`config.mk`:
```
export PLATFORM = sky130hd
export DESIGN_NAME = sw_reader
export DESIGN_NICKNAME = d
export VERILOG_FILES = /design/src/rtl/sw_reader.sv
export SDC_FILE = /design/constraint.sdc
export NUM_CORES = 1
export LEC_CHECK = 0
export ABC_AREA = 0
export BUFFER_PORTS_ARGS = -buffer_cell sky130_fd_sc_hd__buf_4
export CAP_MARGIN = 20
export CORE_MARGIN = 3
export CORE_UTILIZATION = 35
export CTS_BUF_LIST = sky130_fd_sc_hd__clkbuf_8
export DETAILED_ROUTE_END_ITERATION = 12
export GPL_TIMING_DRIVEN = 0
export RECOVER_POWER = 50
export SLEW_MARGIN = 20
export SYNTH_ARGS = -nofsm -noshare
export SYNTH_HDL_FRONTEND = slang
export SYNTH_SLANG_ARGS = --single-unit
export TNS_END_PERCENT = 10
```
`constraint.sdc`:
```
create_clock -name clk_i -period 2.7 [get_ports clk_i]
set_clock_uncertainty 0.15 [all_clocks]
set_input_delay 0.81 -clock clk_i [delete_from_list [all_inputs] [get_ports clk_i]]
set_output_delay 0.81 -clock clk_i [all_outputs]
set_load 0.01 [all_outputs]
```
`src/rtl/sw_reader.sv`:
```
// sw_reader: debounced switch bank read over a level-request / one-shot-ack port; SW_READER_IRQ_EN adds a change interrupt irq_o
module sw_reader #(
    parameter int SW_WIDTH        = 10,
    parameter int DEBOUNCE_CYCLES = 16
) (
    input  logic                clk_i,
    input  logic                reset,
    input  logic [SW_WIDTH-1:0] SW_i,
    input  logic                rd_req_i,
    output logic                rd_ack_o,
    output logic [31:0]         rd_data_o
`ifdef SW_READER_IRQ_EN
    ,
    output logic                irq_o
`endif
);
    localparam int CW = $clog2(DEBOUNCE_CYCLES + 1);
    localparam logic [CW-1:0] LAST = CW'(DEBOUNCE_CYCLES - 1);
    typedef enum logic [1:0] {IDLE, ACK, WAIT_LOW} state_t;
    state_t              state;
    logic [SW_WIDTH-1:0] sync1, sync2, cand, stable;
    logic [CW-1:0]       cnt;
    logic                chg, settled, set_chg, take;
    assign settled = (sync2 == cand) && (cnt == LAST);
    assign set_chg = settled && (cand != stable);
    assign take    = (state == IDLE) && rd_req_i;
    // synchronize, then accept a level only after it has been steady for DEBOUNCE_CYCLES
    always_ff @(posedge clk_i) begin
        if (reset) begin
            sync1  <= '0;
            sync2  <= '0;
            cand   <= '0;
            cnt    <= '0;
            stable <= '0;
        end else begin
            sync1 <= SW_i;
            sync2 <= sync1;
            if (sync2 != cand) begin
                cand <= sync2;
                cnt  <= '0;
            end else if (cnt != LAST) begin
                cnt <= cnt + 1'b1;
            end else if (set_chg) begin
                stable <= cand;
            end
        end
    end
    // read handshake: one ack per request level, snapshot taken on the accepting edge; a new change beats the clear
    always_ff @(posedge clk_i) begin
        if (reset) begin
            state     <= IDLE;
            rd_ack_o  <= 1'b0;
            rd_data_o <= '0;
            chg       <= 1'b0;
        end else begin
            chg      <= set_chg | (chg & ~take);
            rd_ack_o <= take;
            if (take) rd_data_o <= 32'({chg, stable});
            state <= take ? ACK :
                     (state == ACK) ? WAIT_LOW :
                     (state == WAIT_LOW && !rd_req_i) ? IDLE : state;
        end
    end
`ifdef SW_READER_IRQ_EN
    // interrupt level follows chg one cycle later
    always_ff @(posedge clk_i) begin
        irq_o <= reset ? 1'b0 : chg;
    end
`endif
endmodule

```
After elaboration in Yosys (flattened, before gate mapping)
Cells that the tools add are included.

word-level totals
  register bits = 60
  logic and storage cells = 37

cells by class
  equal/unequal tests = 7
  reduce and logical (&&, ||, !) cells = 11
  multiplexer cells = 3
  bitwise gates (word level) = 5
  $add $sub $neg = 1

operator list
  kind                                                                   count
  10-bit != test                                                         2
  10-bit equality test                                                   1
  5-bit by 1-bit adder with 5-bit output, second input constant          1
  5-bit by 4-bit equality test with 1-bit output, second input constant  1
  5-bit by 4-bit != test with 1-bit output, second input constant        1
  1-bit logical AND                                                      4
  2-bit two-way mux                                                      2
  2-bit OR reduction                                                     2
  1-bit inverter                                                         3
  3-bit AND reduction                                                    1
  3-bit nonzero test                                                     1
  2-bit by 1-bit equality test with 1-bit output, second input constant  1
  2-bit equality test, second input constant                             1
  2-bit logical NOT                                                      1
  2-bit nonzero test                                                     1
  1-bit AND                                                              1
  1-bit logical NOT                                                      1
  1-bit two-way mux                                                      1
  1-bit bitwise OR                                                       1

Depth between registers and ports, before layout
  word-level depth = 5
  gate-level depth with buffers = 8
  depth with buffers taken out = 6

Worst setup path after synthesis
No wires, ideal clock.

  path kind = input to register
  start point = input port reset
  end point = register rd_data_o[1]
  library setup time = 0.060 ns
  buffers on the path = 2
  cell stages on the path = 4
  data required time = 2.490 ns
  arrival time = 1.617 ns
  slack = 0.873 ns
  cells stage by stage = clkbuf_1 -> a21oi_1 -> clkbuf_1 -> a22o_1

RTL lines
  item                  RTL line  source
  from (decl)           7         input logic reset,
  to (signal assigned)  58        if (take) rd_data_o <= 32'({chg, stable});
  to (decl)             11        output logic [31:0] rd_data_o

Worst setup path after layout
  start point = register cnt[0]
  end point = register stable[6]

between the ends
  word-level cells in the longest chain between the ends = 4

ends and longest elaborated chain
  item                                            RTL line  source
  from (decl)                                     22        logic [CW-1:0] cnt;
  from (signal assigned)                          42        cnt <= cnt + 1'b1;
  5-bit by 4-bit equality test with 1-bit output  24        assign settled = (sync2 == cand) && (cnt == LAST);
  1-bit logical AND                               24
  1-bit logical AND                               25        assign set_chg = settled && (cand != stable);
  3-bit AND reduction (no source line) (*)        -
  to (signal assigned)                            44        stable <= cand;
  to (decl)                                       21        logic [SW_WIDTH-1:0] sync1, sync2, cand, stable;

Mark *: on every way between the ends. The rest lies on a longest branch, timed or not.
A chain may end at the register's enable or synchronous reset.

==> key figures <==
Worst setup path
  – Startpoint Class: flip-flop
  – Worst path required time: 2750 ps
  – Crit. Startpoint: cnt[0]
  – Reg-to-Reg Start: cnt[0]
  – R2R Path End: stable[6]
  – CP endpoint: stable[6]
  – Worst path arrival time: 2160 ps
  – Reg-to-reg slack, setup: 590 ps
  – Critical Setup Path Class: reg -> reg
  – Crit-path max FO: 10
  – Setup crit end kind: flip-flop
  – Reg2reg path depth: 8

Clocking
  – Clk slew on worst S/H paths: 60 ps
  – Postcts setup bufs: 0
  – Htree depth: 3
  – CTS root buf: clkbuf_8
  – # hold bufs at CTS: 0
  – Clock Tree Buf Depth: 2
  – Post_cts resized: 0
  – Worst skew pair latency: 330 ps
  – CTS tree: built
  – Clk sinks: 60
  – TritonCTS Buffers: 9

Global routing
  – GRT overflow: 0
  – Vias in the first global route: 1,375
  – Largest net degree at the start of global routing: 11
  – Initial antenna violation count: 0
  – Total track usage: 0.109
  – First-pass GRT wire length: 6.17 mm

Timing
  – Final setup TNS: 0 ps
  – Worst hold slack: 281 ps
  – Final period util: 0.783
  – Setup Viol. Count Final: 0
  – RSZ-0062 raised after global routing: no
  – Final worst setup slack: 585 ps
  – Max-slew violations: 0
  – Fin crit period: 2110 ps
  – Final Hold Viols: 0
  – FMAX: 473 MHz

Final layout
  – Layout cells sized above 1: 0.204
  – Area Overhead vs Synth: 22.3%
  – Final instance area: 0.00275 mm2
  – Layout Cells excl Fill: 355
  – Final core occ: 0.453
  – Most frequent cells in the layout: dfxtp_1 (60), buf_4 (43), nor2b_1 (31)
  – Ant diodes: 0
  – Final #Nets: 290
  – Most common cell after layout, fill and taps aside: dfxtp_1

Synthesis
  – Synth cell types: 26
  – Number of flops mapped to enable cells by yosys: 0
  – Area contributors post-synth: dfxtp_1 (54%), nor2b_1 (8.6%), buf_4 (7.0%)
  – Yosys warns: 0
  – Top-area cell type share of the netlist area: 0.535
  – Avg Synthesized Cell Area: 10.2 um2
  – Asr flop ratio synth: 0
  – Register area share after synthesis: 0.535
  – Synth area leader: dfxtp_1
  – Post-Synthesis Cell Area: 0.00224 mm2
  – Seq cells post-synth: 60
  – Ys flop type: dfxtp_1
  – Cells after synthesis: 221

Floorplan
  – Starting Density: 0.370
  – Ports: 46
  – Cell row count: 28
  – Core area: 0.00606 mm2
  – Height of the die: 86.1 um
  – Die width: 86.1 um
  – Die area: 0.00741 mm2

Placement
  – GPL Wtd Cong: 0.701
  – Cell Area, Placed: 0.00259 mm2
  – Inst Count DP: 339
  – DP HPWL: 2.64 mm
  – Worst slack at placement: 571 ps
  – IO buf count: 23

Worst hold path
  – Worst Hold Class: reg -> reg

Drt
  – DR WL/cell: 10.3 um
  – Residual DRC count: 0
  – Starting DRT DRC Count: 67
  – Detail Route Antenna Nets: 0
  – Pre-antenna DRT Iters: 4
  – Vias post-DR: 1,508
  – Final WL: 3.65 mm
  – Via density: 4.25

Run status
  – Outcome: complete, no violations

Power and ir drop
  – Max rail drop VDD: 396 uV
  – PD cells: 616 mW/mm2
  – Total chip power: 1.69 mW
  – Static leakage: 1.20 nW

Run
  – Max-cap violations: 0
[cell usage after synthesis, types with 2 or more instances]
master / instances
dfxtp_1: 60
nor2b_1: 31
buf_4: 21
a21oi_1: 14
xnor2_1: 13
a22o_1: 11
o21ai_0: 11
nand3_1: 10
xor2_1: 10
clkbuf_1: 9
nor2_1: 9
nand2_1: 4
nand4_1: 3
ha_1: 2
nor4_1: 2
[layer usage]
metal	track usage	vias to the layer above	part of all wire
met1	0.128	657	0.47
met4	0.0518	0	0.0071
met3	0.0519	3	0.067
met5	0	-	0
li1	-	804	-
met2	0.165	44	0.46
[state kept, by name, indices dropped and copies added, names as in the netlist]
register   cells
stable        10
sync1         10
rd_ack_o       1
chg            1
state          2
rd_data_o     11
cnt            5
sync2         10
cand          10
[cell type report]
cell class | count | area [um2]
Fill cell | 597 | 3320
Sequential cell | 60 | 1200
Buffer | 32 | 208
Inverter | 1 | 3.75
Multi-Input combinational cell | 148 | 907
Timing Repair Buffer | 23 | 169
Clock buffer | 10 | 138
Tap cell | 75 | 93.8
Clock inverter | 6 | 25.0
[critical path: stages, from the launching register on]
cell and delay [ps]:
dfxtp_1 370, ha_1 170, and3_1 160, ha_1 130
clkbuf_1 310, o31ai_1 150, clkbuf_1 230, o21ai_0 210
a21oi_1 90
[power by group]
| group | total (mW) | internal [mW] | switching (mW) |
|---|---|---|---|
| Sequential | 0.920 | 0.908 | 0.0122 |
| Clock | 0.647 | 0.341 | 0.307 |
| Combinational | 0.124 | 0.0595 | 0.0643 |
| Total | 1.69 | 1.31 | 0.383 |
[how the worst min path moves through the flow]
stage / from / end / slack, ps / cells after the start
6_report: sync1[1] / sync2[1] / 280 / 1
3_5_place_dp: sync1[7] / sync2[7] / 270 / 1
2_1_floorplan: sync1[0] / sync2[0] / 260 / 1
4_1_cts: sync1[7] / sync2[7] / 280 / 1
5_1_grt: sync1[1] / sync2[1] / 290 / 1
3_3_place_gp: sync1[9] / sync2[9] / 270 / 1
[kinds of logic after synthesis]
logic type / Yosys count / synth area share
buffers and inverters: 33 / 0.0942
adders and majority gates: 2 / 0.0111
and+or+nand+nor: 63 / 0.158
other: 1 / 0.00167
muxes: 1 / 0.00446
xor gates and xnor gates: 23 / 0.0897
AOI/OAI and AO/OA: 38 / 0.106
DFF: 60 / 0.535
Power figures use the tool's default switching activity.
